### config.mk
export PLATFORM = sky130hd
export DESIGN_NAME = cp0_unit
export DESIGN_NICKNAME = d
export VERILOG_FILES = /design/src/rtl/cp0_unit_pkg.sv /design/src/rtl/cp0_req_gen.sv /design/src/rtl/cp0_unit.sv
export SDC_FILE = /design/constraint.sdc
export NUM_CORES = 1
export LEC_CHECK = 0
export ABC_AREA = 1
export ABC_CLOCK_PERIOD_IN_PS = 3000
export BUFFER_PORTS_ARGS = -buffer_cell sky130_fd_sc_hd__buf_4
export CORE_MARGIN = 2
export CORE_UTILIZATION = 40
export CTS_CLUSTER_DIAMETER = 80
export DETAILED_ROUTE_END_ITERATION = 10
export PLACE_DENSITY = 0.77
export SLEW_MARGIN = 5
export SYNTH_ARGS = -nofsm -noshare
export SYNTH_HDL_FRONTEND = slang
export SYNTH_SLANG_ARGS = --single-unit
### constraint.sdc
create_clock -name clk -period 3 [get_ports clk]
set_input_delay 0.3 -clock clk [delete_from_list [all_inputs] [get_ports clk]]
set_output_delay 0.3 -clock clk [all_outputs]
set_load 0.1 [all_outputs]
### src/rtl/cp0_unit_pkg.sv
// Shared CP0 definitions: register indices, field positions, exception codes and trap vector.
package cp0_defs;

   localparam logic [4:0] CP0_SR    = 5'd12;
   localparam logic [4:0] CP0_CAUSE = 5'd13;
   localparam logic [4:0] CP0_EPC   = 5'd14;

   localparam int unsigned IM_LSB  = 10;
   localparam int unsigned EXL_BIT = 1;
   localparam int unsigned IE_BIT  = 0;
   localparam int unsigned BD_BIT  = 31;
   localparam int unsigned IP_LSB  = 10;
   localparam int unsigned EXC_LSB = 2;

   typedef enum logic [4:0] {
      EXC_INT     = 5'd0,
      EXC_ADEL    = 5'd4,
      EXC_ADES    = 5'd5,
      EXC_SYSCALL = 5'd8,
      EXC_RI      = 5'd10,
      EXC_OV      = 5'd12
   } exc_code_e;

   localparam logic [31:0] HANDLER_ADDR = 32'h0000_4180;

   // A delay-slot victim returns to its branch, one word earlier.
   function automatic logic [31:0] epc_target(input logic [31:0] vpc, input logic bd);
      logic [31:0] aligned;
      aligned = vpc & ~32'd3;
      return bd ? aligned - 32'd4 : aligned;
   endfunction

endpackage

### src/rtl/cp0_req_gen.sv
// Combinational trap request: interrupts outrank exceptions, nothing nests while EXL is set.
module cp0_req_gen
   import cp0_defs::*;
#(
   parameter int unsigned HWINT_W = 6
) (
   input  logic               ie,
   input  logic               exl,
   input  logic [HWINT_W-1:0] im,
   input  logic [HWINT_W-1:0] hw_int,
   input  logic [4:0]         exc_code,
   output logic               int_req,
   output logic               exc_req,
   output logic               req
);

   assign int_req = ie & ~exl & (|(hw_int & im));
   assign exc_req = ~exl & (exc_code != EXC_INT);
   assign req     = int_req | exc_req;

endmodule

### src/rtl/cp0_unit.sv
// Coprocessor 0: holds SR/Cause/EPC, raises the trap request and serves mfc0/mtc0/eret.
module cp0_unit
   import cp0_defs::*;
#(
   parameter int unsigned HWINT_W = 6,
   parameter logic [31:0] SR_RST  = 32'h0,
   parameter logic [31:0] EPC_RST = 32'h0
) (
   input  logic               clk,
   input  logic               reset,
   input  logic               en,
   input  logic [4:0]         CP0Add,
   input  logic [31:0]        CP0In,
   input  logic [31:0]        VPC,
   input  logic               BDIn,
   input  logic [4:0]         ExcCodeIn,
   input  logic [HWINT_W-1:0] HWInt,
   input  logic               EXLClr,
   output logic [31:0]        CP0Out,
   output logic [31:0]        EPCOut,
   output logic               Req
);

   logic [HWINT_W-1:0] im;
   logic [HWINT_W-1:0] ip;
   logic               exl;
   logic               ie;
   logic               bd;
   logic [4:0]         exc_code;
   logic [31:0]        epc;

   logic               int_req;
   logic               exc_req;
   logic               raw_req;

   cp0_req_gen #(
      .HWINT_W (HWINT_W)
   ) u_req_gen (
      .ie       (ie),
      .exl      (exl),
      .im       (im),
      .hw_int   (HWInt),
      .exc_code (ExcCodeIn),
      .int_req  (int_req),
      .exc_req  (exc_req),
      .req      (raw_req)
   );

   assign Req    = raw_req & ~reset;
   assign EPCOut = epc;

   always_ff @(posedge clk) begin
      if (reset) begin
         im       <= SR_RST[IM_LSB +: HWINT_W];
         exl      <= SR_RST[EXL_BIT];
         ie       <= SR_RST[IE_BIT];
         bd       <= 1'b0;
         ip       <= '0;
         exc_code <= '0;
         epc      <= EPC_RST;
      end else begin
         ip <= HWInt;
         if (Req) begin
            exl      <= 1'b1;
            bd       <= BDIn;
            exc_code <= int_req ? EXC_INT : ExcCodeIn;
            epc      <= epc_target(VPC, BDIn);
         end else begin
            if (en && CP0Add == CP0_SR) begin
               im  <= CP0In[IM_LSB +: HWINT_W];
               exl <= CP0In[EXL_BIT];
               ie  <= CP0In[IE_BIT];
            end
            if (en && CP0Add == CP0_EPC) begin
               epc <= CP0In;
            end
            // Placed after the SR write so eret's clear wins when both land together.
            if (EXLClr) begin
               exl <= 1'b0;
            end
         end
      end
   end

   always_comb begin
      CP0Out = '0;
      case (CP0Add)
         CP0_SR: begin
            CP0Out[IM_LSB +: HWINT_W] = im;
            CP0Out[EXL_BIT]           = exl;
            CP0Out[IE_BIT]            = ie;
         end
         CP0_CAUSE: begin
            CP0Out[BD_BIT]            = bd;
            CP0Out[IP_LSB +: HWINT_W] = ip;
            CP0Out[EXC_LSB +: 5]      = exc_code;
         end
         CP0_EPC: CP0Out = epc;
         default: CP0Out = '0;
      endcase
   end

endmodule

### Yosys cells after proc, flatten, opt, wreduce, memory -nomap -nowiden

Cells that the tools add are included.

* bits in registers: 52

* muxes and demuxes: 13
* reductions and logical operators: 7
* equality and inequality tests: 3
* $add $sub $neg: 1
* bitwise operators: 9

Operators with widths (count)
* 2-to-1 mux 32 bit: 3
* subtractor 32 x 3 -> 32 bit (second input constant): 1
* case mux 6 bit (3 select lines): 1
* equality test 5 x 4 -> 1 bit (second input constant): 3
* 2-to-1 mux 15 bit: 1
* case mux 5 bit (2 select lines): 1
* AND 6 bit: 1
* OR reduction 6 bit: 1
* 2-to-1 mux 5 bit: 1
* nonzero test 5 bit: 1
* AND 1 bit: 4
* case mux 2 bit (2 select lines): 1
* 2-to-1 mux 1 bit: 3
* 2-to-1 mux 3 bit: 1
* NOT 1 bit: 3
* nonzero test 3 bit: 1
* logical AND 1 bit: 2
* case mux 1 bit (2 select lines): 1
* AND reduction 2 bit: 1
* nonzero test 2 bit: 1
* OR 1 bit: 1

### Depth between registers and ports, before layout

Gate-level depths: netlist of run 1.

* depth after elaboration: 7
* mapped depth: 12
* mapped depth without buffers: 12

### Cells and area by module

A second synthesis of run 1 with hierarchy kept.

* cell total of the unflattened synthesis: 583
* area, all modules: 3543.4 um^2

Modules (own cells, without submodules)
* cp0_unit: sequential area each 1041.0 um^2, area an instance 3455.8 um^2, times used 1, cells an instance 560
* cp0_req_gen: sequential area each 0.0 um^2, area an instance 87.6 um^2, times used 1, cells an instance 23

### Worst setup path before layout of run 1

Ideal clock, no wire load.

* path kind: input to output
* from: input CP0Add[4]
* to: output CP0Out[2]
* arrival: 3.122 ns
* buffers on the path: 0
* slack: -0.422 ns
* cell stages on the path: 3
* cell sequence: nor4_2 -> inv_1 -> o21ai_0

* cells in the longest elaborated chain, start to end: 2

Ends and longest elaborated chain
* start: declaration: line cp0_unit.sv:12 `input logic [4:0] CP0Add,`
* equality test 5 x 4 -> 1 bit: line cp0_unit.sv:87 `case (CP0Add)`
* case mux 5 bit (2 select lines) *: line cp0_unit.sv:87
* end: declaration: line cp0_unit.sv:19 `output logic [31:0] CP0Out,`

Mark *: on every way between the ends. The rest lies on a longest branch, timed or not.

### Worst setup path in the final report of run 1

* from: register im[2]
* to: output Req

* cells in the longest elaborated chain, start to end: 5

Ends and longest elaborated chain
* start: declaration: line cp0_unit.sv:24 `logic [HWINT_W-1:0] im;`
* start signal: assignment: line cp0_unit.sv:54 `im <= SR_RST[IM_LSB +: HWINT_W];`
* start signal: assignment: line cp0_unit.sv:70 `im <= CP0In[IM_LSB +: HWINT_W];`
* AND 6 bit: line cp0_req_gen.sv:17 `assign int_req = ie & ~exl & (|(hw_int & im));`
* OR reduction 6 bit: line cp0_req_gen.sv:17
* AND 1 bit: line cp0_req_gen.sv:17
* OR 1 bit: line cp0_req_gen.sv:19 `assign req = int_req | exc_req;`
* AND 1 bit: line cp0_unit.sv:49 `assign Req = raw_req & ~reset;`
* end: declaration: line cp0_unit.sv:21 `output logic Req`

Every way passes these cells.

==> impl_metrics.yaml, run 1 <==
cells_and_area:
  mostFrequentLayoutCell: "nand2_1"
  seq_area_um2: 1041
  fillers: 889
  final-instance-count-excl-fill: 811
  drive_above_1_share_pct: 28.59
  area_growth_pct: 35.67
  antennaDiodeCount: 0
  nNetsFinal: 789
  final_cell_mix: "nand2_1, buf_4, nor2_1"
  multiInputGateArea_um2: 2051
logic_synthesis:
  netlist_instances: 564
  yosysWarnings: 0
  synth-seq-cells: 52
  synth.area.top_cells: "dfxtp_1, nand2_1, nor2_1"
  synth_cell_types: 40
  syn-cell-area_um2: 3532
  synth_top_area_cell: "dfxtp_1"
  yosysSeqAreaShare_pct: 29.47
  yosysTopAreaCellShare_pct: 29.47
  syn_nets: 650
  avgSynthCellArea_um2: 6.263
timing:
  max_clock_freq_ghz: 0.4021
  final.setup.worst_slack_ns: 0.5129
  worst_pin_slew_ns: 0.4967
  fin_crit_ns: 2.487
  skew_ns: 0.01023
  max_slew_margin_pct: 66.81
  holdWs_ns: 0.2057
  maxSlewViolCount: 0
  grt_setup_unrepaired: "false"
  post-route-period-util_pct: 82.90
  setup_violations: 0
  hold_viol: 0
placement:
  gp_congestion: 0.8939
  dp_hpwl_mm: 8.925
  dp_slack_ns: 0.7677
  io_buffers: 147
  placed_cells: 804
die:
  io_pins: 150
  die-area_um2: 9598
  initial_core_util_pct: 40.90
  die_h_um: 97.97
  rows: 34
  die_w_um: 97.97
  coreArea_um2: 8636
hold_path:
  hp-class: "in2reg"
pwr:
  leakage_nw: 2.282
  p_per_area_nw_per_um2: 425.0
  ir_drop_v: 0.0002048
clock_network:
  cts_resized: 0
  cts.sinks: 52
  htreeDepth: 2
  root_buffer: "clkbuf_8"
  cts_buffers: 5
  cts_tree: "built"
  postCtsSetupBuffers: 0
  clk_pin_slew_ns: 0.09
  clk-insertion-delay-late_ns: 0.30
  hold_buffers: 0
  clockBufferDepth: 2
setup_path:
  cp_top_family: "buffers and inverters"
  crit_type: "reg2out"
  critical_path.max_fanout: 37
  cpMostUsedCell: "nand2_1"
  cp.arrival_ns: 2.19
  crit_slowest_cell: "inv_4"
  max_stage_delay_ns: 0.40
  crit_buf_inv: 2
  cp-end-kind: "output pin"
  crit_chain: "nand2_1, nand2_1, nor2_1, nand2_1, nand2_2, nand2_4, nand2_4, inv_4, buf_4"
  cp-start-kind: "register"
  required_ns: 2.70
global_routing:
  grt_use_total_pct: 22.89
  grt_pass1_wl_mm: 18.27
  grt_overflow: 0
  grt_max_degree: 41
  antenna_found_initial: 0
  grt_pass1_vias: 3856
detailed_routing:
  wirelength_mm: 11.09
  antenna_left: 0
  routedWlPerCell_um: 13.68
  dr.pass1.iters: 4
  drc: 0
  drt_iter0_drc: 170
  via_per_inst: 4.893
  detailroute.via_count: 3968
flow_run:
  drv_cap: 0
status:
  status: "finished clean"
worst register-to-register path, cell delays in order (launching register included):
cell and delay, ns:
dfxtp_1 0.36, nand2_1 0.07, nand2_1 0.07, nor2_1 0.04, nand2_1 0.09, nand2_2 0.12
nand2_4 0.12, nand2_4 0.23, inv_4 0.40, nand3_1 0.20, nand2_1 0.13, a21oi_1 0.07
power breakdown:
part | switching [W] | internal, W | total [W]
combinational | 0.000513 | 0.000196 | 0.000709
clock | 0.000229 | 0.000328 | 0.000558
sequential | 0.0000308 | 0.000740 | 0.000770
logic make-up (layout without fill, tap and decap cells):
group           after synthesis  in the layout  synth area share (%)
compound gates               89             89                 15.16
simple gates                306            306                 38.58
fa+ha+maj                     1              1                0.3542
xor+xnor                     16             16                 3.968
flops                        52             52                 29.47
buf+inv                     100            239                 12.47
final timing paths:
kind | startpoint | endpoint | slack, ns | cells past startpoint
hold / removal | HWInt[2] | ip[2] | 0.21 | 3
setup reg to reg | im[2] | EPCOut[25] | 0.97 | 11
hold reg to reg | exc_code[1] | exc_code[1] | 0.48 | 2
setup / recovery | im[2] | Req | 0.51 | 9
stage by stage:
step	setup TNS, ns	utilization (%)	area [µm²]	total power (W)
floorplan	-1.267	-	3532	0.001281
global placement	0	54.00	4663	0.001488
detailed placement	0	54.00	4663	0.001496
CTS	0	55.49	4792	0.002046
global route	0	55.49	4792	0.002124
finish	0	55.49	4792	0.002037
area by class of cell:
type                       instances  area share (%)
timing repair buffer             150           23.50
tap                              108           2.820
clock inverter                     2           1.253
multi-input combinational        412           42.79
inverter                          82           6.475
sequential                        52           21.72
clock buffer                       5           1.436
registers in the layout, indices dropped and copies added, names as in the netlist:
register,flops
EPCOut,32
im,6
ip,6
exc_code,5
bd,1
exl,1
ie,1
cell usage after synthesis, drive strengths merged:
| cell | count |
|---|---|
| a31oi | 2 |
| xnor2 | 1 |
| a31o | 1 |
| clkbuf | 6 |
| a21oi | 30 |
| nor4 | 1 |
| and2 | 1 |
| nand4 | 8 |
| o21bai | 2 |
| a211oi | 8 |
| nand2 | 177 |
| inv | 82 |
| xor2 | 15 |
| buf | 12 |
| o21ai | 36 |
| o22ai | 4 |
| dfxtp | 52 |
| a22o | 2 |
| ha | 1 |
| nor2 | 88 |
| nand3 | 29 |
| o211ai | 4 |
| nor3 | 1 |
| nand3b | 1 |
per-layer routing:
layer | routed length (µm) | global-route usage (%) | part of all wire, %
met1 | 4763 | 30.10 | 43
met5 | 0 | 0 | 0
met4 | 94 | 4.701 | 0.85
met2 | 5425 | 39.67 | 49
met3 | 810 | 3.722 | 7.3
(Power assumes the default switching activity.)
==> run 2: changes to the inputs <==
--- a/config.mk
+++ b/config.mk
@@ -6,7 +6,7 @@
 export NUM_CORES = 1
 export LEC_CHECK = 0
 export ABC_AREA = 1
-export ABC_CLOCK_PERIOD_IN_PS = 3000
+export ABC_CLOCK_PERIOD_IN_PS = 2600
 export BUFFER_PORTS_ARGS = -buffer_cell sky130_fd_sc_hd__buf_4
 export CORE_MARGIN = 2
 export CORE_UTILIZATION = 40
==> constraint.sdc (replaced) <==
create_clock -name clk -period 2.6 [get_ports clk]
set_input_delay 0.26 -clock clk [delete_from_list [all_inputs] [get_ports clk]]
set_output_delay 0.26 -clock clk [all_outputs]
set_load 0.1 [all_outputs]
==> run 2 against run 1 <==
Net effect: critical path depth stayed put; clock-buffer cell count is 1 higher; via count is 2.1% higher; non-clock buffer count is 5 higher; clock power is 10% lower; worst setup slack worse by 0.095 ns; wire length is 0.77% higher; sequential share of layout area is 0.076 points lower; largest cell class unchanged; highest routed layer unchanged.
==> impl_metrics.yaml, run 2 (synthesis gave the netlist of run 1 again) <==
status:
  status: "finished clean"
die:
  die_h_um: 97.97
  coreArea_um2: 8636
  die-area_um2: 9598
  initial_core_util_pct: 40.90
  die_w_um: 97.97
  io_pins: 150
  rows: 34
cells_and_area:
  seq_area_um2: 1046
  mostFrequentLayoutCell: "nand2_1"
  multiInputGateArea_um2: 2081
  final_cell_mix: "nand2_1, buf_4, inv_1"
  nNetsFinal: 794
  antennaDiodeCount: 0
  fillers: 863
  fin_area_um2: 4832
  drive_above_1_share_pct: 31.03
  area_growth_pct: 36.80
  final-instance-count-excl-fill: 817
  largest_register_ffs: 32
timing:
  skew_ns: 0.008304
  fin_crit_ns: 2.182
  setup-tns-final_ns: 0
  setup_violations: 0
  maxSlewViolCount: 0
  hold_viol: 0
  max_slew_margin_pct: 69.60
  grt_setup_unrepaired: "false"
  max_clock_freq_ghz: 0.4584
  worst_pin_slew_ns: 0.4559
  post-route-period-util_pct: 83.91
clock_network:
  cts.sinks: 52
  cts_buffers: 5
  hold_buffers: 0
  cts_tree: "built"
  clk-insertion-delay-late_ns: 0.31
  postCtsSetupBuffers: 0
  cts_resized: 0
  htreeDepth: 2
  root_buffer: "clkbuf_8"
  clockBufferDepth: 2
  clk_pin_slew_ns: 0.10
global_routing:
  grt_pass1_vias: 3944
  antenna_found_initial: 0
  grt_pass1_wl_mm: 18.61
  grt_max_degree: 40
  grt_use_total_pct: 23.26
  grt_overflow: 0
setup_path:
  crit_slowest_cell: "dfxtp_1"
  crit_buf_inv: 2
  cp-end-kind: "output pin"
  max_stage_delay_ns: 0.37
  cp_top_family: "simple AND/OR/NAND/NOR gates"
  required_ns: 2.34
  critical_path.max_fanout: 24
  reg2reg_from: "im[2]"
  startpoint: "im[2]"
  crit_chain: "nand2_1, nand2_1, nor2_1, nand2_1, nand2_2, nand2_4, nand2_4, inv_4, buf_4"
  cp.arrival_ns: 1.92
  cp-start-kind: "register"
  cpMostUsedCell: "nand2_1"
  crit_type: "reg2out"
hold_path:
  hp-class: "in2reg"
  min_from: "HWInt[0]"
detailed_routing:
  wirelength_mm: 11.18
  detailroute.via_count: 4053
  dr.pass1.iters: 5
  via_per_inst: 4.961
  drc: 0
  routedWlPerCell_um: 13.68
  antenna_left: 0
  drt_iter0_drc: 171
placement:
  io_buffers: 147
  dp_hpwl_mm: 9.040
  placed_cells: 809
  gp_congestion: 0.9363
  place_area_um2: 4736
pwr:
  p_per_area_nw_per_um2: 459.6
  ir_drop_v: 0.0003037
  leakage_nw: 2.296
flow_run:
  drv_cap: 0
-- run 2: cell count changes in the layout (fill, tap and decap cells not counted), sizes merged --
cell / before / now
buf: 150 / 155
bufinv: 2 / 0
clkbuf: 5 / 6
clkinv: 0 / 1
inv: 82 / 83
-- run 2: path summary, 6_finish.rpt --
| check | to | slack (ns) | depth (start not counted) |
|---|---|---|---|
| max | Req | 0.42 | 9 |
| min | ip[0] | 0.16 | 3 |
| max reg2reg | EPCOut[21] | 0.72 | 12 |
| min reg2reg | exc_code[1] | 0.49 | 2 |
-- run 2: layout make-up --
class | count | share of cell area, %
multi-input combinational | 412 | 43.06
timing repair buffer | 155 | 24.08
sequential | 52 | 21.65
inverter | 82 | 6.422
tap | 108 | 2.796
clock buffer | 6 | 1.709
clock inverter | 2 | 0.2848
-- run 2: per-stage QoR --
stage | hold slack (ns) | total power (W) | worst slack (ns) | utilization, %
global placement | 0.4556 | 0.001723 | 0.6487 | 54.84
detailed placement | 0.4605 | 0.001734 | 0.6002 | 54.84
global route | 0.1550 | 0.002325 | 0.2765 | 55.95
CTS | 0.1541 | 0.002231 | 0.4145 | 55.95
finish | 0.1581 | 0.002221 | 0.4183 | 55.95
floorplan | 0.3670 | 0.001482 | -0.7422 | -
-- run 2: layer usage --
| metal | global-route usage [%] | share of wire (%) | vias up |
|---|---|---|---|
| li1 | - | - | 2050 |
| met1 | 30.26 | 43 | 1838 |
| met2 | 40.46 | 48 | 152 |
| met3 | 3.436 | 7.2 | 13 |
| met4 | 5.769 | 1.2 | 0 |
| met5 | 0 | 0 | - |
-- run 2: worst min-delay path, delay by kind of cell --
kind                   cells  cell delay (ns)
buffers and inverters      2             0.12
and+or+nand+nor            1             0.06
-- run 2: power breakdown --
group	internal, W	switching, W
sequential	0.000854	0.0000379
combinational	0.000231	0.000597
clock	0.000218	0.000282
==> run 3: changes to the inputs <==
--- a/config.mk
+++ b/config.mk
@@ -6,7 +6,7 @@
 export NUM_CORES = 1
 export LEC_CHECK = 0
 export ABC_AREA = 1
-export ABC_CLOCK_PERIOD_IN_PS = 2600
+export ABC_CLOCK_PERIOD_IN_PS = 2250
 export BUFFER_PORTS_ARGS = -buffer_cell sky130_fd_sc_hd__buf_4
 export CORE_MARGIN = 2
 export CORE_UTILIZATION = 40
==> constraint.sdc (replaced) <==
create_clock -name clk -period 2.25 [get_ports clk]
set_input_delay 0.225 -clock clk [delete_from_list [all_inputs] [get_ports clk]]
set_output_delay 0.225 -clock clk [all_outputs]
set_load 0.1 [all_outputs]
==> run 3 against run 2 <==
Net effect: critical path depth unchanged; worst setup slack lost 0.22 ns; flip-flop and latch count did not move; clock power increased by 40%; total power grew 21%; critical endpoint unchanged; clock-buffer cell count unchanged; cell count fell by 0.12%; design area grew 1.8%; largest cell class unchanged; register-to-register slack worse by 0.33 ns; die area did not move.
==> impl_metrics.yaml, run 3 (synthesis gave the netlist of run 1 again) <==
die:
  initial_core_util_pct: 40.90
  die-area_um2: 9598
  die_h_um: 97.97
  die_w_um: 97.97
  io_pins: 150
  rows: 34
  coreArea_um2: 8636
cells_and_area:
  nNetsFinal: 793
  drive_above_1_share_pct: 33.47
  largest_register_ffs: 32
  fin_area_um2: 4920
  final_cell_mix: "nand2_1, buf_4, inv_1"
  mostFrequentLayoutCell: "nand2_1"
  area_growth_pct: 39.28
  antennaDiodeCount: 0
setup_path:
  cp-end-kind: "output pin"
  crit_chain: "nand2_1, nand2_1, inv_1, nand2_1, nand2_2, nand2_4, nand2_4, inv_6, buf_6"
  cpMostUsedCell: "nand2_1"
  crit_slowest_cell: "dfxtp_1"
  crit_type: "reg2out"
  cp.arrival_ns: 1.83
  crit_buf_inv: 3
  max_stage_delay_ns: 0.37
  cp_top_family: "simple AND/OR/NAND/NOR gates"
  required_ns: 2.03
  cp-start-kind: "register"
  critical_path.max_fanout: 37
detailed_routing:
  routedWlPerCell_um: 13.76
  via_per_inst: 4.922
  antenna_left: 0
  drt_iter0_drc: 216
  detailroute.via_count: 4016
  dr.pass1.iters: 5
  wirelength_mm: 11.23
  drc: 0
clock_network:
  cts_resized: 0
  postCtsSetupBuffers: 0
  cts_tree: "built"
  cts.sinks: 52
  clockBufferDepth: 2
  clk-insertion-delay-late_ns: 0.31
  cts_buffers: 5
  htreeDepth: 2
  hold_buffers: 0
  root_buffer: "clkbuf_8"
  clk_pin_slew_ns: 0.10
placement:
  dp_hpwl_mm: 9.083
  gp_congestion: 0.8929
  dp_slack_ns: 0.3809
  io_buffers: 147
  place_area_um2: 4792
flow_run:
  drv_cap: 0
pwr:
  leakage_nw: 2.304
  ir_drop_v: 0.0003095
  p_per_area_nw_per_um2: 547.4
global_routing:
  grt_overflow: 0
  grt_pass1_wl_mm: 18.38
  grt_pass1_vias: 3783
  grt_max_degree: 40
  grt_use_total_pct: 23.15
  antenna_found_initial: 0
timing:
  worst_pin_slew_ns: 0.4481
  grt_setup_unrepaired: "false"
  holdWs_ns: 0.1264
  max_slew_margin_pct: 70.13
  skew_ns: 0.01022
  max_clock_freq_ghz: 0.4866
  hold_viol: 0
  final.setup.worst_slack_ns: 0.1948
  fin_crit_ns: 2.055
  maxSlewViolCount: 0
  setup_violations: 0
  post-route-period-util_pct: 91.34
hold_path:
  hp-class: "in2reg"
status:
  status: "finished clean"
-- run 3: cell types whose count changed in the layout (fill, tap and decap cells not counted), moves of 2 or more --
cell,previous run,this run
dfxtp_4,0,4
o21ai_2,4,6
inv_1,75,71
dfxtp_2,4,0
nor2_1,72,61
nor2_2,12,22
o21ai_0,24,21
buf_4,155,153
inv_2,6,10
-- run 3: layout make-up --
| cell class | instances | area [µm²] |
|---|---|---|
| clock buffer | 6 | 82.58 |
| clock inverter | 2 | 38.79 |
| fill | 839 | 3716 |
| inverter | 82 | 312.8 |
| multi-input combinational | 412 | 2135 |
| sequential | 52 | 1056 |
| tap | 108 | 135.1 |
| timing repair buffer | 154 | 1160 |
-- run 3: worst register-to-register path, stage by stage, from the launching register on --
cell	delay, ns
dfxtp_1	0.33
nand2_1	0.07
nand2_1	0.05
nor2_1	0.11
nand2_1	0.08
nand2_2	0.14
nand2_4	0.10
nand2_4	0.16
buf_4	0.31
nand2_4	0.14
inv_2	0.12
nand2_1	0.06
a21oi_1	0.12
-- run 3: path summary, 6_finish.rpt --
path | startpoint | endpoint | slack [ns] | cells after the start
worst max-delay path | im[4] | Req | 0.19 | 9
worst min-delay path | HWInt[1] | ip[1] | 0.13 | 3
worst max register to register | im[2] | im[4] | 0.39 | 12
worst min register to register | exc_code[3] | exc_code[3] | 0.47 | 2
-- run 3: power by group --
part	internal (W)	leakage, nW	total, W	switching (W)
logic	0.000269	1.81	0.000965	0.000696
clock network	0.000364	0.0614	0.000700	0.000335
registers	0.000985	0.431	0.00103	0.0000428
total	0.00162	2.30	0.00269	0.00107
-- run 3: per-layer routing --
metal	part of all wire, %	routed length (µm)	track usage, %
met1	45	5003	30.66
met2	48	5427	40.15
met3	6.1	687	3.722
met4	0.96	108	4.274
met5	0	0	0
-- run 3: through the flow --
step / instances / setup TNS (ns) / total power, W / utilization (%)
after global routing: 816 / 0 / 0.002802 / 56.97
after floorplan: 564 / -0.4919 / 0.001720 / -
final: 816 / 0 / 0.002693 / 56.97
after global placement: 808 / 0 / 0.002001 / 55.49
after detailed placement: 808 / 0 / 0.002010 / 55.49
after CTS: 816 / 0 / 0.002699 / 56.90
